==> src/rtl/lsu_pkg.sv <==
`default_nettype none
//==============================================================================
// Module   : lsu_pkg
// Brief    : Shared definitions for the load/store unit: RV32I funct3 codes,
//            FSM state type and request classification helpers.
// Revision : 1.0 - initial release
//==============================================================================
package lsu_pkg;

    // RV32I load/store width and sign codes
    localparam logic [2:0] F3_LB  = 3'b000;
    localparam logic [2:0] F3_LH  = 3'b001;
    localparam logic [2:0] F3_LW  = 3'b010;
    localparam logic [2:0] F3_LBU = 3'b100;
    localparam logic [2:0] F3_LHU = 3'b101;

    typedef enum logic [1:0] {
        IDLE    = 2'd0,
        ACCESS  = 2'd1,
        CAPTURE = 2'd2,
        RESP    = 2'd3
    } lsu_state_t;

    // Halfwords need an even address, words a 4-byte aligned one; bytes never misalign.
    function automatic logic lsu_is_misaligned(input logic [2:0] funct3,
                                               input logic [1:0] addr_lsb);
        logic r;
        case (funct3)
            F3_LH, F3_LHU: r = addr_lsb[0];
            F3_LW:         r = (addr_lsb != 2'b00);
            default:       r = 1'b0;
        endcase
        return r;
    endfunction

    // Undefined codes, and unsigned variants which have no store counterpart.
    function automatic logic lsu_is_illegal(input logic [2:0] funct3,
                                            input logic       is_store);
        logic r;
        case (funct3)
            F3_LB, F3_LH, F3_LW: r = 1'b0;
            F3_LBU, F3_LHU:      r = is_store;
            default:             r = 1'b1;
        endcase
        return r;
    endfunction

    // Beat count minus one (index of the final beat): 0 for a single aligned beat,
    // 1 for a split halfword, 3 for a split word.
    function automatic logic [1:0] lsu_last_beat(input logic [2:0] funct3,
                                                 input logic       split);
        logic [1:0] r;
        if (!split)
            r = 2'd0;
        else if (funct3 == F3_LW)
            r = 2'd3;
        else
            r = 2'd1;
        return r;
    endfunction

endpackage : lsu_pkg
`default_nettype wire

==> src/rtl/lsu_load_extend.sv <==
`default_nettype none
//==============================================================================
// Module   : lsu_load_extend
// Brief    : Combinational sign/zero extension of an assembled load word,
//            selected by the load's funct3.
// Revision : 1.0 - initial release
//==============================================================================
module lsu_load_extend
    import lsu_pkg::*;
(
    input  logic [2:0]  funct3,
    input  logic [31:0] word,
    output logic [31:0] ext
);

    // Width/sign selection; a full word passes unchanged
    always_comb begin
        ext = word;
        case (funct3)
            F3_LB:   ext = {{24{word[7]}},  word[7:0]};
            F3_LBU:  ext = {24'd0,          word[7:0]};
            F3_LH:   ext = {{16{word[15]}}, word[15:0]};
            F3_LHU:  ext = {16'd0,          word[15:0]};
            default: ext = word;
        endcase
    end

endmodule : lsu_load_extend
`default_nettype wire

==> src/rtl/load_store_unit.sv <==
`default_nettype none
//==============================================================================
// Module   : load_store_unit
// Brief    : MEM-stage load/store unit in front of DataMemory. Aligned accesses
//            go out as one beat; misaligned H/W accesses are split into byte
//            beats and loads are reassembled and extended. One-cycle response.
// Revision : 1.0 - initial release
//==============================================================================
module load_store_unit
    import lsu_pkg::*;
#(
    parameter bit SPLIT_EN = 1'b1
) (
    input  logic        clk,
    input  logic        rst,
    input  logic        req_valid,
    output logic        req_ready,
    input  logic        req_is_store,
    input  logic [2:0]  req_funct3,
    input  logic [31:0] req_addr,
    input  logic [31:0] req_wdata,
    output logic        resp_valid,
    output logic [31:0] resp_rdata,
    output logic        resp_fault,
    output logic        mem_read,
    output logic        mem_write,
    output logic [2:0]  mem_funct3,
    output logic [31:0] mem_addr,
    output logic [31:0] mem_wdata,
    input  logic [31:0] mem_rdata
);

    localparam logic c_split_en = SPLIT_EN;

    lsu_state_t  r_state;
    logic        r_is_store;
    logic [2:0]  r_funct3;
    logic [31:0] r_addr;
    logic [31:0] r_wdata;
    logic [31:0] r_asm;
    logic [1:0]  r_beat;
    logic [1:0]  r_last;
    logic        r_split;

    logic        w_handshake;
    logic        w_misaligned;
    logic        w_split;
    logic        w_fault;
    logic [1:0]  w_next_beat;
    logic [31:0] w_next_addr;
    logic [7:0]  w_next_byte;
    logic [31:0] w_asm_next;
    logic [31:0] w_ext;
    logic [31:0] w_load_result;

    assign w_handshake  = req_valid & req_ready;
    assign w_misaligned = lsu_is_misaligned(req_funct3, req_addr[1:0]);
    assign w_split      = w_misaligned & c_split_en;
    assign w_fault      = lsu_is_illegal(req_funct3, req_is_store) | (w_misaligned & ~c_split_en);

    // Next byte beat: address wraps naturally at 2^32
    assign w_next_beat  = r_beat + 2'd1;
    assign w_next_addr  = r_addr + {30'd0, w_next_beat};
    assign w_next_byte  = r_wdata[{w_next_beat, 3'b000} +: 8];

    // Assembly word including the data returned this cycle, so the last
    // captured byte is already visible to the extender when leaving CAPTURE
    always_comb begin
        w_asm_next = r_asm;
        if (r_split)
            w_asm_next[{r_beat, 3'b000} +: 8] = mem_rdata[7:0];
        else
            w_asm_next = mem_rdata;
    end

    lsu_load_extend u_load_extend (
        .funct3 (r_funct3),
        .word   (w_asm_next),
        .ext    (w_ext)
    );

    // DataMemory already extends aligned loads; only split loads need it here
    assign w_load_result = r_split ? w_ext : mem_rdata;

    // Request FSM with all handshake and memory-port outputs registered
    always_ff @(posedge clk or posedge rst) begin
        if (rst) begin
            r_state    <= IDLE;
            r_is_store <= 1'b0;
            r_funct3   <= 3'd0;
            r_addr     <= 32'd0;
            r_wdata    <= 32'd0;
            r_asm      <= 32'd0;
            r_beat     <= 2'd0;
            r_last     <= 2'd0;
            r_split    <= 1'b0;
            req_ready  <= 1'b1;
            resp_valid <= 1'b0;
            resp_rdata <= 32'd0;
            resp_fault <= 1'b0;
            mem_read   <= 1'b0;
            mem_write  <= 1'b0;
            mem_funct3 <= 3'd0;
            mem_addr   <= 32'd0;
            mem_wdata  <= 32'd0;
        end else begin
            case (r_state)
                IDLE: begin
                    if (w_handshake) begin
                        req_ready  <= 1'b0;
                        r_is_store <= req_is_store;
                        r_funct3   <= req_funct3;
                        r_addr     <= req_addr;
                        r_wdata    <= req_wdata;
                        r_split    <= w_split;
                        r_beat     <= 2'd0;
                        r_last     <= lsu_last_beat(req_funct3, w_split);
                        r_asm      <= 32'd0;
                        if (w_fault) begin
                            resp_valid <= 1'b1;
                            resp_fault <= 1'b1;
                            resp_rdata <= 32'd0;
                            r_state    <= RESP;
                        end else begin
                            mem_read  <= ~req_is_store;
                            mem_write <= req_is_store;
                            mem_addr  <= req_addr;
                            if (w_split) begin
                                mem_funct3 <= req_is_store ? F3_LB : F3_LBU;
                                mem_wdata  <= req_is_store ? {24'd0, req_wdata[7:0]} : 32'd0;
                            end else begin
                                mem_funct3 <= req_funct3;
                                mem_wdata  <= req_wdata;
                            end
                            r_state <= ACCESS;
                        end
                    end
                end

                ACCESS: begin
                    mem_read  <= 1'b0;
                    mem_write <= 1'b0;
                    if (r_is_store) begin
                        if (r_beat != r_last) begin
                            r_beat    <= w_next_beat;
                            mem_write <= 1'b1;
                            mem_addr  <= w_next_addr;
                            mem_wdata <= {24'd0, w_next_byte};
                        end else begin
                            resp_valid <= 1'b1;
                            resp_rdata <= 32'd0;
                            r_state    <= RESP;
                        end
                    end else begin
                        r_state <= CAPTURE;
                    end
                end

                CAPTURE: begin
                    r_asm <= w_asm_next;
                    if (r_beat != r_last) begin
                        r_beat   <= w_next_beat;
                        mem_read <= 1'b1;
                        mem_addr <= w_next_addr;
                        r_state  <= ACCESS;
                    end else begin
                        resp_valid <= 1'b1;
                        resp_rdata <= w_load_result;
                        r_state    <= RESP;
                    end
                end

                RESP: begin
                    resp_valid <= 1'b0;
                    resp_fault <= 1'b0;
                    resp_rdata <= 32'd0;
                    req_ready  <= 1'b1;
                    r_state    <= IDLE;
                end

                default: r_state <= IDLE;
            endcase
        end
    end

endmodule : load_store_unit
`default_nettype wire

==> config.mk <==
export PLATFORM = sky130hd
export DESIGN_NAME = load_store_unit
export DESIGN_NICKNAME = d
export VERILOG_FILES = /design/src/rtl/lsu_pkg.sv /design/src/rtl/lsu_load_extend.sv /design/src/rtl/load_store_unit.sv
export SDC_FILE = /design/constraint.sdc
export NUM_CORES = 1
export LEC_CHECK = 0
export ABC_AREA = 1
export CORE_AREA = 2 2 195 197
export CTS_CLUSTER_SIZE = 20
export DETAILED_ROUTE_END_ITERATION = 8
export DIE_AREA = 0 0 197 199
export PLACE_DENSITY_LB_ADDON = 0.3
export SKIP_LAST_GASP = 1
export SLEW_MARGIN = 20
export SYNTH_ARGS = -nofsm -noshare
export SYNTH_HDL_FRONTEND = slang
export SYNTH_SLANG_ARGS = --single-unit
export TNS_END_PERCENT = 10
==> constraint.sdc <==
create_clock -name clk -period 8.69 [get_ports clk]
set_clock_uncertainty 0.1 [all_clocks]
set_input_delay 1.3035 -clock clk [delete_from_list [all_inputs] [get_ports clk]]
set_output_delay 1.3035 -clock clk [all_outputs]
set_load 0.03 [all_outputs]
Word-level counts from Yosys, hierarchy flattened
Cells that the tools add are included.
- register bits after elaboration: 211
- input bits: 103
- output and inout port bits: 104
- logic and storage cells: 128
- add/subtract/negate cells: 3
- equality and inequality tests: 20
- shifts and indexed selects: 3
- multiplexer cells: 57
- bitwise operators: 3
- reductions and logical operators: 24
- operators with widths (cell ; number):
    $mux 32 ; 17
    $pmux 32 s4 ; 2
    $pmux 32 s2 ; 2
    $pmux 32 s3 ; 1
    $add 32x2->32 ; 1
    $bwmux 32 ; 1
    $shift 8x7->32 const A ; 1
    $shiftx 32x6->8 ; 1
    $shiftx 8x7->32 ; 1
    $mux 2 ; 10
    $ne 2x2->1 const B ; 8
    $reduce_and 3->1 ; 5
    $eq 3x3->1 const B ; 4
    $mux 1 ; 12
    $pmux 1 s2 ; 5
    $reduce_and 5->1 ; 2
    $mux 8 ; 1
    $pmux 2 s4 ; 1
    $reduce_and 2->1 ; 4
    $reduce_and 4->1 ; 2
    $reduce_bool 2->1 ; 4
    $neg 5->7 ; 1
    $eq 3x1->1 const B ; 2
    $logic_not 3->1 ; 2
    other kinds (16) ; 20

Logic depth before layout (Yosys ltp)
- depth after elaboration: 8
- mapped depth: 16
- mapped depth without buffers: 13

By module
From an unflattened synthesis, not the netlist that was laid out.
- cell total of the unflattened synthesis: 1618
- area, all modules: 11444.7 sq um
- by module, submodules not included (module ; times used ; cells an instance ; area an instance (sq um) ; sequential area each (sq um)):
    load_store_unit ; 1 ; 1548 ; 11074.4 ; 5256.3
    lsu_load_extend ; 1 ; 70 ; 370.4 ; 0.0

Least setup slack after synthesis
No wires, ideal clock.
- path type: register to register
- from: register r_beat[0]
- to: register mem_addr[25]
- library setup time: 0.117 ns
- arrival time: 2.554 ns
- data required time: 8.473 ns
- path slack: 5.920 ns
- cell stages (with the launch flop): 15
- path buffers: 2
- period minus slack after synthesis: 2.770 ns
- path through: dfrtp_1 -> buf_2 -> inv_1 -> clkbuf_1 -> ha_1 -> ha_1 -> nand2_1 -> a21oi_1 -> nand2_1 -> nor2_1 -> nand3_1 -> nand2_1 -> nand3_1 -> nand2_1 -> nand2_1
- longest elaborated chain between the ends: 5
- elaborated cells between the ends (all ways): 6
- those cells by class: add/sub: 2; eq/ne: 1; mux: 3
- ends and longest elaborated chain (element ; RTL line ; text):
    start, declared ; load_store_unit.sv:41 ; logic [1:0] r_beat;
    start signal, assigned ; load_store_unit.sv:145 ; r_beat <= w_next_beat;
    start signal, assigned ; load_store_unit.sv:162 ; r_beat <= w_next_beat;
    $add 2x1->2 ; load_store_unit.sv:62 ; assign w_next_beat = r_beat + 2'd1;
    $add 32x2->32 ; load_store_unit.sv:63 ; assign w_next_addr = r_addr + {30'd0, w_next_beat};
    $mux 32 (*) ; load_store_unit.sv:144, load_store_unit.sv:161 ;
    $mux 32 ; load_store_unit.sv:143 ; if (r_is_store) begin
    $pmux 32 s3 (*) ; load_store_unit.sv:107 ; case (r_state)
    end signal, assigned ; load_store_unit.sv:127 ; mem_addr <= req_addr;
    end signal, assigned ; load_store_unit.sv:147 ; mem_addr <= w_next_addr;
    end signal, assigned ; load_store_unit.sv:164 ; mem_addr <= w_next_addr;
    end, declared ; load_store_unit.sv:28 ; output logic [31:0] mem_addr,
Every way passes the cells marked *; elsewhere a longest branch is shown, timed or not. The select of a mux whose other input is x is not followed.
A chain may end at the register's enable or synchronous reset.

Worst setup path after layout
- from: register r_beat[0]
- to: register resp_rdata[9]
- longest elaborated chain between the ends: 8
- elaborated cells between the ends (all ways): 13
- those cells by class: add/sub: 1; eq/ne: 3; shift: 2; mux: 6; reduce/logical: 1
- ends and longest elaborated chain (element ; RTL line ; text):
    $neg 5->7 ; load_store_unit.sv:71 ; w_asm_next[{r_beat, 3'b000} +: 8] = mem_rdata[7:0];
    $shiftx 8x7->32 or $shift 8x7->32 (tied branches) ; load_store_unit.sv:71 ;
    $bwmux 32 ; load_store_unit.sv:71 ;
    $mux 32 ; load_store_unit.sv:70 ; if (r_split)
    $pmux 32 s4 ; lsu_load_extend.sv:19 ; case (funct3)
    $mux 32 ; load_store_unit.sv:83 ; assign w_load_result = r_split ? w_ext : mem_rdata;
    $mux 32 ; load_store_unit.sv:161 ; if (r_beat != r_last) begin
    $pmux 32 s4 ; load_store_unit.sv:107 ;
    end signal, assigned ; load_store_unit.sv:168 ; resp_rdata <= w_load_result;
    end, declared ; load_store_unit.sv:23 ; output logic [31:0] resp_rdata,
Parallel ways exist; a longest one is shown, timed or not. The select of a mux whose other input is x is not followed.

==> impl_metrics.prom <==
# TYPE chip_impl_metric gauge
chip_impl_info{name="status",value="finished, final reports clean"} 1
chip_impl_metric{name="power_frac_comb",unit="%"} 51.9
chip_impl_metric{name="post_route_worst_hold_slack",unit="ns"} 0.3744
chip_impl_info{name="ctsRootBufferMaster",value="clkbuf_16"} 1
chip_impl_metric{name="grt_antenna_before_repair",unit=""} 3
chip_impl_metric{name="dr.first_iter.drc_count",unit=""} 589
chip_impl_metric{name="num_rows",unit=""} 71
chip_impl_metric{name="tightestPinTransition",unit="ns"} 0.9849
chip_impl_metric{name="viasPerCell",unit=""} 4.803
chip_impl_metric{name="number_of_distinct_library_cells_after_synthesis",unit=""} 40
chip_impl_metric{name="multi_input_comb_area",unit="mm2"} 0.005045
chip_impl_metric{name="finalSetupViolCount",unit=""} 0
chip_impl_metric{name="clock_pin_transition_on_the_worst_setup_and_hold_timing_paths",unit="ns"} 0.06
chip_impl_metric{name="crit_fanout",unit=""} 37
chip_impl_metric{name="static-leakage-power",unit="uW"} 0.006846
chip_impl_metric{name="worst_skew_pair.late_latency",unit="ns"} 0.54
chip_impl_metric{name="global_route_congestion_overflow_total",unit=""} 0
chip_impl_info{name="synth-main-ff-cell",value="dfrtp_1"} 1
chip_impl_metric{name="synth_warnings",unit=""} 0
chip_impl_metric{name="syn_nets",unit=""} 1639
chip_impl_info{name="synth_common_cells",value="662 x nand2_1, 209 x dfrtp_1, 114 x o21ai_0"} 1
chip_impl_metric{name="flow.area_growth_from_synthesis",unit="%"} 30.28
chip_impl_metric{name="synth_sequential_area_ratio",unit="%"} 47.62
chip_impl_metric{name="report.final.slew_viol_count",unit=""} 0
chip_impl_metric{name="ctsHtreeMaxLevel",unit=""} 1
chip_impl_metric{name="dp.final_hpwl",unit="um"} 24010
chip_impl_metric{name="cts_buffers",unit=""} 26
chip_impl_metric{name="layoutNonFillerInstCount",unit=""} 2191
chip_impl_metric{name="grt_start_max_net_pins",unit=""} 137
chip_impl_metric{name="cts_sinks",unit=""} 210
chip_impl_metric{name="drt.antenna.violating_nets",unit=""} 0
chip_impl_metric{name="detailroute.via_count",unit=""} 10520
chip_impl_metric{name="cts_resized",unit=""} 0
chip_impl_metric{name="ys_seq_elements",unit=""} 210
chip_impl_metric{name="cellPowerDensity",unit="mW/mm2"} 421.6
chip_impl_metric{name="placer_congestion",unit=""} 0.8610
chip_impl_metric{name="post-route-period-util",unit="%"} 46.43
chip_impl_metric{name="synthesis.area",unit="mm2"} 0.01104
chip_impl_metric{name="placed_cells_incl_taps",unit=""} 2143
chip_impl_info{name="hold_path.class",value="reg -> reg"} 1
chip_impl_metric{name="timing.slew.headroom",unit="%"} 34.34
chip_impl_metric{name="floorplan.die_area",unit="mm2"} 0.03920
chip_impl_metric{name="maxClockFrequency",unit="MHz"} 247.9
chip_impl_metric{name="post_synth_top_area_share",unit="%"} 47.39
chip_impl_info{name="cts_tree",value="yes"} 1
chip_impl_metric{name="io_pins",unit=""} 207
chip_impl_metric{name="cp.arrival",unit="ns"} 4.34
chip_impl_info{name="grt_setup_unrepaired",value="false"} 1
chip_impl_metric{name="final_core_util",unit="%"} 38.72
chip_impl_metric{name="clk_path_buf_depth",unit=""} 3
chip_impl_metric{name="power_switching",unit="uW"} 2862
chip_impl_metric{name="clockPowerShare",unit="%"} 19.2
chip_impl_metric{name="netSwitchingFraction",unit="%"} 47.21
chip_impl_metric{name="drt_drc_violations_left",unit=""} 0
chip_impl_metric{name="timing.max_cap.violations",unit=""} 0
chip_impl_metric{name="first_pass_iters",unit=""} 5
chip_impl_metric{name="final_layout_size_suffix_gt1_share",unit="%"} 6.057
chip_impl_metric{name="int_power",unit="uW"} 3200
chip_impl_metric{name="global_route.usage.total",unit="%"} 17.88
chip_impl_metric{name="number_of_instances_in_the_synthesized_netlist",unit=""} 1524
chip_impl_info{name="critPathCaptureType",value="flip-flop"} 1
chip_impl_metric{name="share_seq_of_total_power",unit="%"} 28.9
chip_impl_metric{name="async_flop_share",unit="%"} 100.0
chip_impl_metric{name="power",unit="uW"} 6062
chip_impl_metric{name="wirelength",unit="um"} 34880
chip_impl_metric{name="finalNetCount",unit=""} 1813
chip_impl_metric{name="worst_ir_drop_on_vdd",unit="mV"} 0.2243
chip_impl_metric{name="register_area",unit="mm2"} 0.005258
chip_impl_metric{name="placement.io_buffers",unit=""} 206
chip_impl_metric{name="first_global_vias",unit=""} 10530
chip_impl_metric{name="cts_hold_repair.buffers",unit=""} 0
chip_impl_metric{name="post-cts-setup-buffer-count",unit=""} 0
chip_impl_metric{name="chipHeight",unit="um"} 199
chip_impl_metric{name="fillCellCount",unit=""} 3921
chip_impl_metric{name="cp.required",unit="ns"} 8.99
chip_impl_metric{name="initial_core_utilization",unit="%"} 29.72
chip_impl_metric{name="core_region_area",unit="mm2"} 0.03713
chip_impl_info{name="yosysTopAreaCell",value="dfrtp_1"} 1
chip_impl_metric{name="grt_first_pass_wirelength",unit="um"} 56120
chip_impl_metric{name="floorplan.die.width",unit="um"} 197
chip_impl_info{name="post-synth-top-count-cell",value="nand2_1"} 1
chip_impl_metric{name="antennaDiodeCount",unit=""} 0
chip_impl_metric{name="final-hold-violation-count",unit=""} 0
chip_impl_info{name="synth.area.top_cells",value="dfrtp_1 47%, nand2_1 23%, o21ai_0 5.2%, nand3_1 4.7%, inv_1 3.3%"} 1
chip_impl_metric{name="final.min_clock_period",unit="ns"} 4.035
chip_impl_metric{name="post_synth.cell_area_avg",unit="um2"} 7.242
chip_impl_metric{name="avgRoutedWirePerCell",unit="um"} 15.92
chip_impl_info{name="type_of_the_worst_setup_path",value="reg -> reg"} 1
chip_impl_info{name="crit_start_category",value="flip-flop"} 1
chip_impl_metric{name="number_of_synthesized_flops_with_an_enable_pin",unit=""} 0
chip_impl_metric{name="timing.setup.tns",unit="ns"} 0
[kinds of logic after synthesis]
group                    after synthesis  synth area share (%)
AND/OR/NAND/NOR                      916                 33.94
XOR/XNOR                               5                0.3968
buffers and inverters                178                 6.870
flip-flops                           210                 47.63
AO/OA/AOI/OAI                        203                 9.738
adder cells (fa/ha/maj)               12                 1.428
[stage by stage]
step / worst slack, ns / area (um2)
after global placement: 4.260 / 13420
after floorplan: 1.551 / 11040
after detailed placement: 4.216 / 13420
after CTS: 4.182 / 14340
after global routing: 4.252 / 14380
final: 4.655 / 14380
[power groups by stage]
stage	Clock, uW	Combinational (uW)	Sequential, uW
after floorplan	0	1820	2080
after global placement	0	3130	1760
after detailed placement	0	3170	1760
after CTS	1190	3180	1750
after global routing	1230	3530	1810
final	1160	3150	1750
[critical path: stages (launching register included)]
cell,delay [ns]
dfrtp_2,0.79
inv_1,0.49
ha_1,0.61
clkinv_1,0.69
nand2_1,0.30
nand2_1,0.07
nand3_1,0.10
nand2_1,0.09
nand2_2,0.11
nand2_1,0.19
o21ai_0,0.26
nand2_1,0.07
[worst paths after layout]
path | to | slack, ns | startpoint | cells after the start
min reg2reg | r_wdata[30] | 0.37 | r_wdata[30] | 2
max in group asynchronous | r_state[0] | 5.56 | rst | 4
min | r_wdata[30] | 0.37 | r_wdata[30] | 2
max reg2reg | resp_rdata[9] | 4.66 | r_beat[0] | 11
max | resp_rdata[9] | 4.66 | r_beat[0] | 11
min in group asynchronous | r_asm[6] | 1.14 | rst | 2
[flip-flops by register name (all words and copies together), names as in the netlist]
name and cells:
mem_addr 32, mem_funct3 3, mem_read 1, mem_wdata 32, mem_write 1, r_addr 32
r_asm 32, r_beat 2, r_funct3 3, r_is_store 1, r_last 2, r_state 2
r_wdata 32, req_ready 1, resp_fault 1, resp_rdata 32, resp_valid 1
[per-layer routing]
layer  up-vias  wire length [um]  track usage, %
li1       5198                 -               -
met1      5003             16330           24.26
met2       271             16070           29.62
met3        46              1854           3.086
met4         6               589           4.539
met5         -                40               0
[cells in the final DEF, fill, tap and decap left out, types with 3 or more instances in the layout]
master           instances
nand2_1                661
dfrtp_1                208
clkdlybuf4s50_1        206
o21ai_0                114
nand3_1                102
inv_1                   96
nor2_1                  83
a21oi_1                 57
clkbuf_16               26
or2_2                   25
nor3_1                  19
ha_1                    10
a31oi_1                  9
clkinv_2                 8
inv_2                    7
nand4_1                  7
buf_4                    7
o31ai_1                  6
o211ai_1                 6
o22ai_1                  6
clkbuf_8                 6
clkinv_1                 5
xnor2_1                  4
nand2_2                  4
bufinv_16                4
nand3b_1                 3
nor2_4                   3
[cell type report]
type / instances / share of cell area, %
clock buffer: 34 / 5.151
clock inverter: 13 / 1.244
inverter: 110 / 2.932
multi-input combinational: 1136 / 35.09
sequential: 210 / 36.56
tap: 474 / 4.125
timing repair buffer: 214 / 14.90
Power figures use the tool's default switching activity.
